### config.mk
export PLATFORM = sky130hd
export DESIGN_NAME = wasm_imm_decoder
export DESIGN_NICKNAME = d
export VERILOG_FILES = /design/src/rtl/wasm_imm_decoder_pkg.sv /design/src/rtl/wasm_imm_decoder_last_byte_check.sv /design/src/rtl/wasm_imm_decoder.sv
export SDC_FILE = /design/constraint.sdc
export NUM_CORES = 1
export LEC_CHECK = 0
export CAP_MARGIN = 20
export CORE_ASPECT_RATIO = 1.25
export CORE_UTILIZATION = 40
export CTS_CLUSTER_SIZE = 24
export DETAILED_ROUTE_END_ITERATION = 10
export HOLD_SLACK_MARGIN = 0.05
export PLACE_DENSITY_LB_ADDON = 0.08
export SYNTH_ARGS = -nofsm -noshare
export SYNTH_HDL_FRONTEND = slang
export SYNTH_HIERARCHICAL = 1
export SYNTH_SLANG_ARGS = --single-unit
### constraint.sdc
create_clock -name clk -period 6.69 [get_ports clk]
set_input_delay 1.338 -clock clk [delete_from_list [all_inputs] [get_ports clk]]
set_output_delay 1.338 -clock clk [all_outputs]
set_load 0.01 [all_outputs]
### src/rtl/wasm_imm_decoder_pkg.sv
// Shared definitions for the immediate decoder and the CPU: mode codes, error
// codes, FSM state encoding and LEB128 length limits.
package wasm_imm_decoder_pkg;

    localparam logic [2:0] IMM_U32 = 3'd0;
    localparam logic [2:0] IMM_S32 = 3'd1;
    localparam logic [2:0] IMM_U64 = 3'd2;
    localparam logic [2:0] IMM_S64 = 3'd3;
    localparam logic [2:0] IMM_F32 = 3'd4;
    localparam logic [2:0] IMM_F64 = 3'd5;

    localparam logic [1:0] ERR_NONE        = 2'd0;
    localparam logic [1:0] ERR_OVERLONG    = 2'd1;
    localparam logic [1:0] ERR_UNUSED_BITS = 2'd2;
    localparam logic [1:0] ERR_BAD_MODE    = 2'd3;

    localparam logic [3:0] LEB_MAX_32 = 4'd5;
    localparam logic [3:0] LEB_MAX_64 = 4'd10;
    localparam logic [3:0] F32_BYTES  = 4'd4;
    localparam logic [3:0] F64_BYTES  = 4'd8;

    typedef enum logic [1:0] {
        ST_IDLE,
        ST_COLLECT,
        ST_DONE,
        ST_ERR
    } state_e;

    function automatic logic is_leb_mode(input logic [2:0] m);
        return m <= IMM_S64;
    endfunction

    function automatic logic is_float_mode(input logic [2:0] m);
        return (m == IMM_F32) || (m == IMM_F64);
    endfunction

    function automatic logic [3:0] float_last_index(input logic [2:0] m);
        return (m == IMM_F32) ? (F32_BYTES - 4'd1) : (F64_BYTES - 4'd1);
    endfunction

endpackage

### src/rtl/wasm_imm_decoder_last_byte_check.sv
// leb128_last_byte_check: combinational legality check of the byte at the
// maximum LEB128 length (continuation still set, or illegal unused bits).
module leb128_last_byte_check
    import wasm_imm_decoder_pkg::*;
(
    input  logic [2:0] mode_i,
    input  logic [7:0] byte_i,
    input  logic [3:0] index_i,
    output logic       overlong_o,
    output logic       bad_unused_o
);

    logic at_max;

    always_comb begin
        if ((mode_i == IMM_U64) || (mode_i == IMM_S64)) begin
            at_max = (index_i == (LEB_MAX_64 - 4'd1));
        end else begin
            at_max = (index_i == (LEB_MAX_32 - 4'd1));
        end

        overlong_o   = at_max && byte_i[7];
        bad_unused_o = 1'b0;

        // Unused-bit rules only matter for a properly terminated final byte.
        if (at_max && !byte_i[7]) begin
            case (mode_i)
                IMM_U32: bad_unused_o = |byte_i[6:4];
                IMM_S32: bad_unused_o = (byte_i[6:4] != {3{byte_i[3]}});
                IMM_U64: bad_unused_o = |byte_i[6:1];
                IMM_S64: bad_unused_o = (byte_i != 8'h00) && (byte_i != 8'h7F);
                default: bad_unused_o = 1'b0;
            endcase
        end
    end

endmodule

### src/rtl/wasm_imm_decoder.sv
// Immediate-operand decoder: LEB128 u32/s32/u64/s64 and, when
// WASM_IMM_FLOAT_EN is defined, raw little-endian f32/f64 immediates.
module wasm_imm_decoder
    import wasm_imm_decoder_pkg::*;
(
    input  logic        clk,
    input  logic        reset,
    input  logic        start,
    input  logic [2:0]  mode,
    input  logic [7:0]  byte_data,
    input  logic        byte_valid,
    output logic        byte_ready,
    output logic        busy,
    output logic [63:0] imm,
    output logic        imm_valid,
    output logic [1:0]  error,
    output logic [3:0]  consumed
);

    state_e      state_q, state_d;
    logic [2:0]  mode_q, mode_d;
    logic [63:0] acc_q, acc_d;
    logic [63:0] imm_q, imm_d;
    logic [3:0]  cnt_q, cnt_d;
    logic [3:0]  consumed_q, consumed_d;
    logic [1:0]  err_q, err_d;

    logic        legal_mode;
    logic [3:0]  cnt_inc;
    logic [6:0]  leb_sh;
    logic [6:0]  ext_sh;
    logic [63:0] leb_acc;
    logic [63:0] ext_mask;
    logic [63:0] leb_val;
    logic        overlong;
    logic        bad_unused;

    leb128_last_byte_check u_last_byte_check (
        .mode_i       (mode_q),
        .byte_i       (byte_data),
        .index_i      (cnt_q),
        .overlong_o   (overlong),
        .bad_unused_o (bad_unused)
    );

`ifdef WASM_IMM_FLOAT_EN
    logic [5:0]  raw_sh;
    logic [63:0] raw_acc;

    always_comb begin
        raw_sh     = {cnt_q[2:0], 3'b000};
        raw_acc    = acc_q | ({56'd0, byte_data} << raw_sh);
        legal_mode = is_leb_mode(mode) || is_float_mode(mode);
    end
`else
    always_comb begin
        legal_mode = is_leb_mode(mode);
    end
`endif

    // Value as it would stand if the current byte terminates the encoding;
    // shifts past bit 63 fall off, which handles the 10th u64/s64 byte.
    always_comb begin
        cnt_inc  = cnt_q + 4'd1;
        leb_sh   = 7'(cnt_q) * 7'd7;
        ext_sh   = leb_sh + 7'd7;
        leb_acc  = acc_q | ({57'd0, byte_data[6:0]} << leb_sh);
        ext_mask = ~((64'd1 << ext_sh) - 64'd1);
        leb_val  = leb_acc;
        if (((mode_q == IMM_S32) || (mode_q == IMM_S64)) && byte_data[6]) begin
            leb_val = leb_acc | ext_mask;
        end
        if ((mode_q == IMM_U32) || (mode_q == IMM_S32)) begin
            leb_val[63:32] = '0;
        end
    end

    always_comb begin
        state_d    = state_q;
        mode_d     = mode_q;
        acc_d      = acc_q;
        imm_d      = imm_q;
        cnt_d      = cnt_q;
        consumed_d = consumed_q;
        err_d      = err_q;

        case (state_q)
            ST_IDLE: begin
                if (start) begin
                    mode_d     = mode;
                    acc_d      = '0;
                    imm_d      = '0;
                    cnt_d      = '0;
                    consumed_d = '0;
                    if (legal_mode) begin
                        state_d = ST_COLLECT;
                    end else begin
                        err_d   = ERR_BAD_MODE;
                        state_d = ST_ERR;
                    end
                end
            end

            ST_COLLECT: begin
                if (byte_valid) begin
                    cnt_d = cnt_inc;
`ifdef WASM_IMM_FLOAT_EN
                    if (is_float_mode(mode_q)) begin
                        acc_d = raw_acc;
                        if (cnt_q == float_last_index(mode_q)) begin
                            imm_d      = raw_acc;
                            consumed_d = cnt_inc;
                            state_d    = ST_DONE;
                        end
                    end else
`endif
                    begin
                        acc_d = leb_acc;
                        if (overlong) begin
                            imm_d      = '0;
                            consumed_d = cnt_inc;
                            err_d      = ERR_OVERLONG;
                            state_d    = ST_ERR;
                        end else if (bad_unused) begin
                            imm_d      = '0;
                            consumed_d = cnt_inc;
                            err_d      = ERR_UNUSED_BITS;
                            state_d    = ST_ERR;
                        end else if (!byte_data[7]) begin
                            imm_d      = leb_val;
                            consumed_d = cnt_inc;
                            state_d    = ST_DONE;
                        end
                    end
                end
            end

            ST_DONE: state_d = ST_IDLE;
            ST_ERR:  state_d = ST_IDLE;
            default: state_d = ST_IDLE;
        endcase
    end

    always_ff @(posedge clk) begin
        if (reset) begin
            state_q    <= ST_IDLE;
            mode_q     <= IMM_U32;
            acc_q      <= '0;
            imm_q      <= '0;
            cnt_q      <= '0;
            consumed_q <= '0;
            err_q      <= ERR_NONE;
        end else begin
            state_q    <= state_d;
            mode_q     <= mode_d;
            acc_q      <= acc_d;
            imm_q      <= imm_d;
            cnt_q      <= cnt_d;
            consumed_q <= consumed_d;
            err_q      <= err_d;
        end
    end

    always_comb begin
        byte_ready = (state_q == ST_COLLECT);
        busy       = (state_q != ST_IDLE);
        imm        = imm_q;
        imm_valid  = (state_q == ST_DONE);
        error      = (state_q == ST_ERR) ? err_q : ERR_NONE;
        consumed   = consumed_q;
    end

endmodule

==> reports/metrics.cfg, run 1 <==
[sta]
final.setup.tns_ps=0
min_period_over_period_pct=81.64
slew_headroom_pct=23.96
fin_skew_ps=14.01
tightestPinTransition_ps=1134
hold_viol=0
maxSlewViolCount=0
fin_ws_ps=1228
fmaxAchievable_mhz=183.1
final-setup-viol-count=0
rsz0062_at_grt=no
period_minus_slack_ps=5462

[clock_tree]
clockRootBuffer=clkbuf_16
post-cts-setup-buffer-count=0
cts_sinks=143
clkTransAtPathRegs_ps=70
cts_hold_buf=0
cts_buffers=17
worst_skew_pair.late_latency_ps=440
htree_levels=4
cts_tree=done
cts_resized=0
clockBufferDepth=2

[synthesis]
synthArstFlopShare_pct=0
yosysMostFrequentCell=nor2_1
synth_top_cell_by_area=dfxtp_1
avgSynthCellArea_um2=7.724
synth_top_cell_area_share_pct=35.27
synth_edf_count=0
yosys_warnings=6
synth_top_flop_cell=dfxtp_1
ys_types=84
yosys_register_bits=143
synthesis.area_um2=8118
seq_area_frac_synth_pct=35.27
syn_nets=1085
ys_top_cells_by_count=148 x nor2_1, 143 x dfxtp_1, 117 x a21oi_1
syn_inst=1051
netlist_top_cells_area=dfxtp_1 35%, a21oi_1 7.2%, nor2_1 6.8%

[cells_and_area]
syn2layout_area_growth_pct=20.50
fillers=2006
drive_gt1_share_pct=8.644
n_antenna_cell=0
finalNetCount=1120
fin_cells=1364

[route]
vias=8731
dr.first_iter.drc_count=1203
drt-total-wl_mm=34.48
routedWlPerCell_um=25.28
drc=0
viasPerCell=6.401
drtPass1Iterations=5
ant_nets=0

[global_route]
first_global_vias=8141
grt_overflow=0
grt_max_degree=68
antenna_found_initial=0
grt_pass1_wl_mm=51.93
grt.total_usage_pct=33.85

[setup_path]
critPathMaxFanout=14
critPathLaunchType=flip-flop
reg2reg_depth=17
crit_slowest_cell=nor2_1
r2r-start=cnt_q[2]
worst-setup-path-type=flip-flop to flip-flop
crit_end=imm[14]
r2r-end=imm[14]
cp.required_ps=6990
cp.arrival_ps=5760
critPathMaxStageDelay_ps=680
crit_path_cell_trace=inv_1, fa_1, inv_1, ha_1, ha_1, and3_4, nor3_2, a21boi_2, nor2_1, nand3_1, ha_1, buf_4, and4_1, a21oi_1, o22ai_1, a221oi_1, o21ai_0
cp-startpoint=cnt_q[2]
worstSetupEndpointType=flip-flop
worst-r2r-setup-slack_ps=1230
critPathMostFrequentCell=ha_1

[place]
io_buffers=87
place_inst=1332
dp_hpwl_mm=23.85
place_ws_ps=1163
gp_routability_congestion=1.025

[floorplanning]
io_pins=88
die_w_um=129.4
core_um2=19680
die_y_um=161.3
die-area_um2=20870
start_util_pct=41.24
rows=57

[flow_run]
cap_violations=0

[pwr]
p_per_area_nw_per_um2=220.7
ir_worst_vdd_uv=206.3
p_leak_nw=3.430

[status]
status=finished clean

[min_path]
min_path_type=flip-flop to flip-flop

critical path: cells and delay by family (launching register included):
family                   cells  cell delay (ps)
flip-flops                   1              630
adder cells (fa/ha/maj)      4             1490
AND/OR/NAND/NOR              5             1620
buffers and inverters        3              510
AO/OA/AOI/OAI                5             1060
placed cells by master (no fill, tap or decap), types with 4 or more instances in the layout:
cell / count
nor3_1: 30
xor2_1: 9
or3_1: 7
clkdlybuf4s50_1: 86
dfxtp_1: 143
xnor2_1: 7
a221oi_1: 18
inv_8: 5
a311oi_1: 4
inv_1: 18
nor4_1: 4
ha_1: 17
a31oi_1: 16
a211oi_1: 9
a21oi_1: 117
a21o_1: 11
nand3_1: 24
inv_6: 4
o31ai_1: 10
a22oi_1: 69
mux2i_1: 6
nor2_1: 148
a221o_1: 9
clkbuf_16: 17
and3_1: 19
nand2b_1: 4
buf_4: 32
o21ai_0: 59
o211ai_1: 8
o21a_1: 4
o221ai_1: 10
o22ai_1: 7
nand2_1: 74
o21ai_2: 4
a22o_1: 10
kinds of logic (layout without fill, tap and decap cells):
| logic type | after synthesis | in the layout | share of synthesized area (%) |
|---|---|---|---|
| muxes | 7 | 7 | 0.8786 |
| DFF | 143 | 143 | 35.27 |
| buffers and inverters | 120 | 168 | 5.965 |
| AOI/OAI and AO/OA | 405 | 405 | 33.88 |
| and+or+nand+nor | 341 | 341 | 19.17 |
| adders and majority gates | 19 | 19 | 3.113 |
| xor gates and xnor gates | 16 | 16 | 1.726 |
flip-flops by register name, summed over array words and instances (netlist names):
name      cells
acc_q        64
cnt_q         4
consumed      4
err_q         2
state_q       2
imm          64
mode_q        3
metal layers:
metal  track usage (%)  vias to the layer above  part of all wire, %  wire (um)
li1                  -                     3963                    -          -
met1             43.53                     4116                   40      13820
met2             52.15                      532                   45      15450
met3             5.068                      120                  8.0       2748
met4             22.78                        0                  7.1       2461
met5                 0                        -                    0          0
power breakdown:
group | total (mW) | switching [mW] | leakage, nW | internal, mW
clock | 1.01 | 0.443 | 0.301 | 0.571
combinational | 0.274 | 0.198 | 1.98 | 0.0762
sequential | 0.870 | 0.0112 | 1.15 | 0.859
total | 2.16 | 0.653 | 3.43 | 1.51
per-stage QoR:
stage	total power [mW]	hold slack [ps]	cell area [um^2]	util, %
3_5_place_dp	1.155	432.0	9164	46.55
6_report	2.159	441.1	9782	49.69
2_1_floorplan	1.053	427.7	8118	-
4_1_cts	2.157	445.5	9782	49.69
5_1_grt	2.224	463.4	9782	49.69
3_3_place_gp	1.156	432.6	9156	46.52
layout make-up:
cell class | count | area (um^2) | share of cell area, %
multi-input combinational | 788 | 4801 | 49.08
sequential | 143 | 2863 | 29.27
timing repair buffer | 118 | 1101 | 11.26
clock buffer | 17 | 425.4 | 4.349
tap | 265 | 331.6 | 3.390
clock inverter | 15 | 192.7 | 1.970
inverter | 18 | 67.56 | 0.6907
how the worst min path moves through the flow:
stage               startpoint       end  slack (ps)  cells past startpoint
detailed placement     imm[27]   imm[27]         430                      2
global placement       imm[27]   imm[27]         430                      2
floorplan             err_q[0]  err_q[0]         430                      2
global route           imm[27]   imm[27]         460                      2
CTS                    imm[27]   imm[27]         450                      2
finish                 imm[27]   imm[27]         440                      2
(Power assumes the default switching activity.)
==> inputs of run 2 (changes only) <==
clock period = 4.7 ns   (was 6.69 ns; I/O delays follow)
==> run 2 against run 1 <==
  * Combinational power up 55%
  * Final cell count rose by 3.1%
  * Die area stayed put
  * Final area up 3.3%
  * Clock power increased by 40%
  * Fmax rose by 26%
  * Worst setup slack worse by 870 ps
  * Via count rose by 2.3%
==> reports/metrics.cfg, run 2 (synthesis gave the netlist of run 1 again) <==
[route]
vias=8933  ; +2.3%
ant_nets=0  ; unchanged
drtPass1Iterations=8  ; +3
drc=0  ; unchanged
routedWlPerCell_um=24.63  ; -2.6%
drt-total-wl_mm=34.63  ; +0.44%
viasPerCell=6.353  ; -0.74%
dr.first_iter.drc_count=1136  ; -5.6%

[setup_path]
reg2reg_depth=16  ; -1
cp-startpoint=cnt_q[1]
cp.arrival_ps=4630  ; -1130 ps
cp.required_ps=4990  ; -2000 ps
crit_end=imm[6]
worst-setup-path-type=flip-flop to flip-flop
worstSetupEndpointType=flip-flop
worst-r2r-setup-slack_ps=360  ; -870 ps
r2r-start=cnt_q[1]
critPathMaxFanout=7  ; -7
critPathLaunchType=flip-flop
r2r-end=imm[6]

[sta]
maxSlewViolCount=0  ; unchanged
min_period_over_period_pct=92.28  ; +11 points
period_minus_slack_ps=4337  ; -1125 ps
fmaxAchievable_mhz=230.6  ; +26%
slew_headroom_pct=22.65  ; -1.3 points
final-setup-viol-count=0  ; unchanged
hold_viol=0  ; unchanged
tightestPinTransition_ps=1153  ; +19.49 ps
rsz0062_at_grt=no
fin_skew_ps=10.42  ; -3.585 ps
final.setup.tns_ps=0  ; unchanged
fin_hold_ws_ps=441.8  ; +0.7270 ps

[floorplanning]
die_w_um=129.4  ; unchanged
die_y_um=161.3  ; unchanged
rows=57  ; unchanged
start_util_pct=41.24  ; unchanged
core_um2=19680  ; unchanged
io_pins=88  ; unchanged
die-area_um2=20870  ; unchanged

[cells_and_area]
final_common_cell=nor2_1
finalNetCount=1162  ; +3.8%
post-route-util_pct=51.33  ; +1.6 points
drive_gt1_share_pct=12.01  ; +3.4 points
n_antenna_cell=0  ; unchanged
mostFrequentLayoutCells=148 x nor2_1, 143 x dfxtp_1, 117 x a21oi_1
fin_cells=1406  ; +3.1%
fillers=1994  ; -0.60%
syn2layout_area_growth_pct=24.46

[clock_tree]
cts_resized=0  ; unchanged
cts_buffers=17  ; unchanged
worst_skew_pair.late_latency_ps=440  ; about the same
post-cts-setup-buffer-count=0  ; unchanged
clockRootBuffer=clkbuf_16
cts_sinks=143  ; unchanged
cts_tree=done
clockBufferDepth=2  ; unchanged
htree_levels=4  ; unchanged
cts_hold_buf=0  ; unchanged
clkTransAtPathRegs_ps=70  ; about the same

[global_route]
first_global_vias=8260  ; +1.5%
grt_overflow=0  ; unchanged
grt_max_degree=69  ; +1.5%
grt_pass1_wl_mm=51.52  ; -0.80%
antenna_found_initial=0  ; unchanged
grt.total_usage_pct=33.49  ; -0.37 points

[pwr]
p_leak_nw=3.630  ; +5.8%
p_total_mw=3.068  ; +42%
ir_worst_vdd_uv=261.9  ; +27%
p_per_area_nw_per_um2=303.6  ; +38%

[status]
status=finished clean

[min_path]
worstHoldStart=imm[27]
min_path_type=flip-flop to flip-flop

[place]
place_inst=1373  ; +3.1%
io_buffers=87  ; unchanged
gp_routability_congestion=0.9946  ; -2.9%
dp_hpwl_mm=24.55  ; +2.9%

[flow_run]
cap_violations=0  ; unchanged

[run 2: worst min path at each step]
stage                     to  slack, ps  depth (start not counted)
floorplan           err_q[0]        430                          2
global placement     imm[27]        430                          2
detailed placement   imm[27]        430                          2
CTS                  imm[27]        450                          2
global route         imm[27]        470                          2
finish               imm[27]        440                          2
[run 2: layout make-up]
cell class | count | area (um^2) | area share, %
Clock buffer | 18 | 439.2 | 4.347
Multi-Input combinational cell | 788 | 4797 | 47.48
Timing Repair Buffer | 160 | 1441 | 14.27
Clock inverter | 14 | 163.9 | 1.622
Tap cell | 265 | 331.6 | 3.282
Inverter | 18 | 67.56 | 0.6687
Sequential cell | 143 | 2863 | 28.33
[run 2: through the flow]
stage	setup slack [ps]	cell area (um^2)
floorplan	8.921	8118
global placement	336.6	9479
detailed placement	282.7	9479
CTS	273.4	10080
global route	109.7	10100
finish	362.7	10100
[run 2: worst max-delay path, cell delays in order, from the launching register on]
cell and delay [ps]:
dfxtp_1 330, inv_1 70, fa_1 540, inv_1 40, ha_1 280, ha_1 380
and3_1 230, nor3_1 380, nor2_1 120, nor2_1 210, nand3_1 110, ha_1 320
and3_1 200, mux2i_1 120, o22ai_1 150, a221oi_1 560, o21ai_0 160
[run 2: metal layers]
| metal | vias up | part of all wire [%] | global-route usage (%) |
|---|---|---|---|
| li1 | 4048 | - | - |
| met1 | 4239 | 39 | 42.65 |
| met2 | 538 | 47 | 54.99 |
| met3 | 108 | 7.7 | 3.909 |
| met4 | 0 | 5.3 | 17.92 |
| met5 | - | 0 | 0 |
[run 2: where the power goes]
group | leakage (nW) | internal, mW | switching, mW
combinational | 2.18 | 0.134 | 0.291
sequential | 1.15 | 1.22 | 0.0120
clock | 0.299 | 0.776 | 0.632
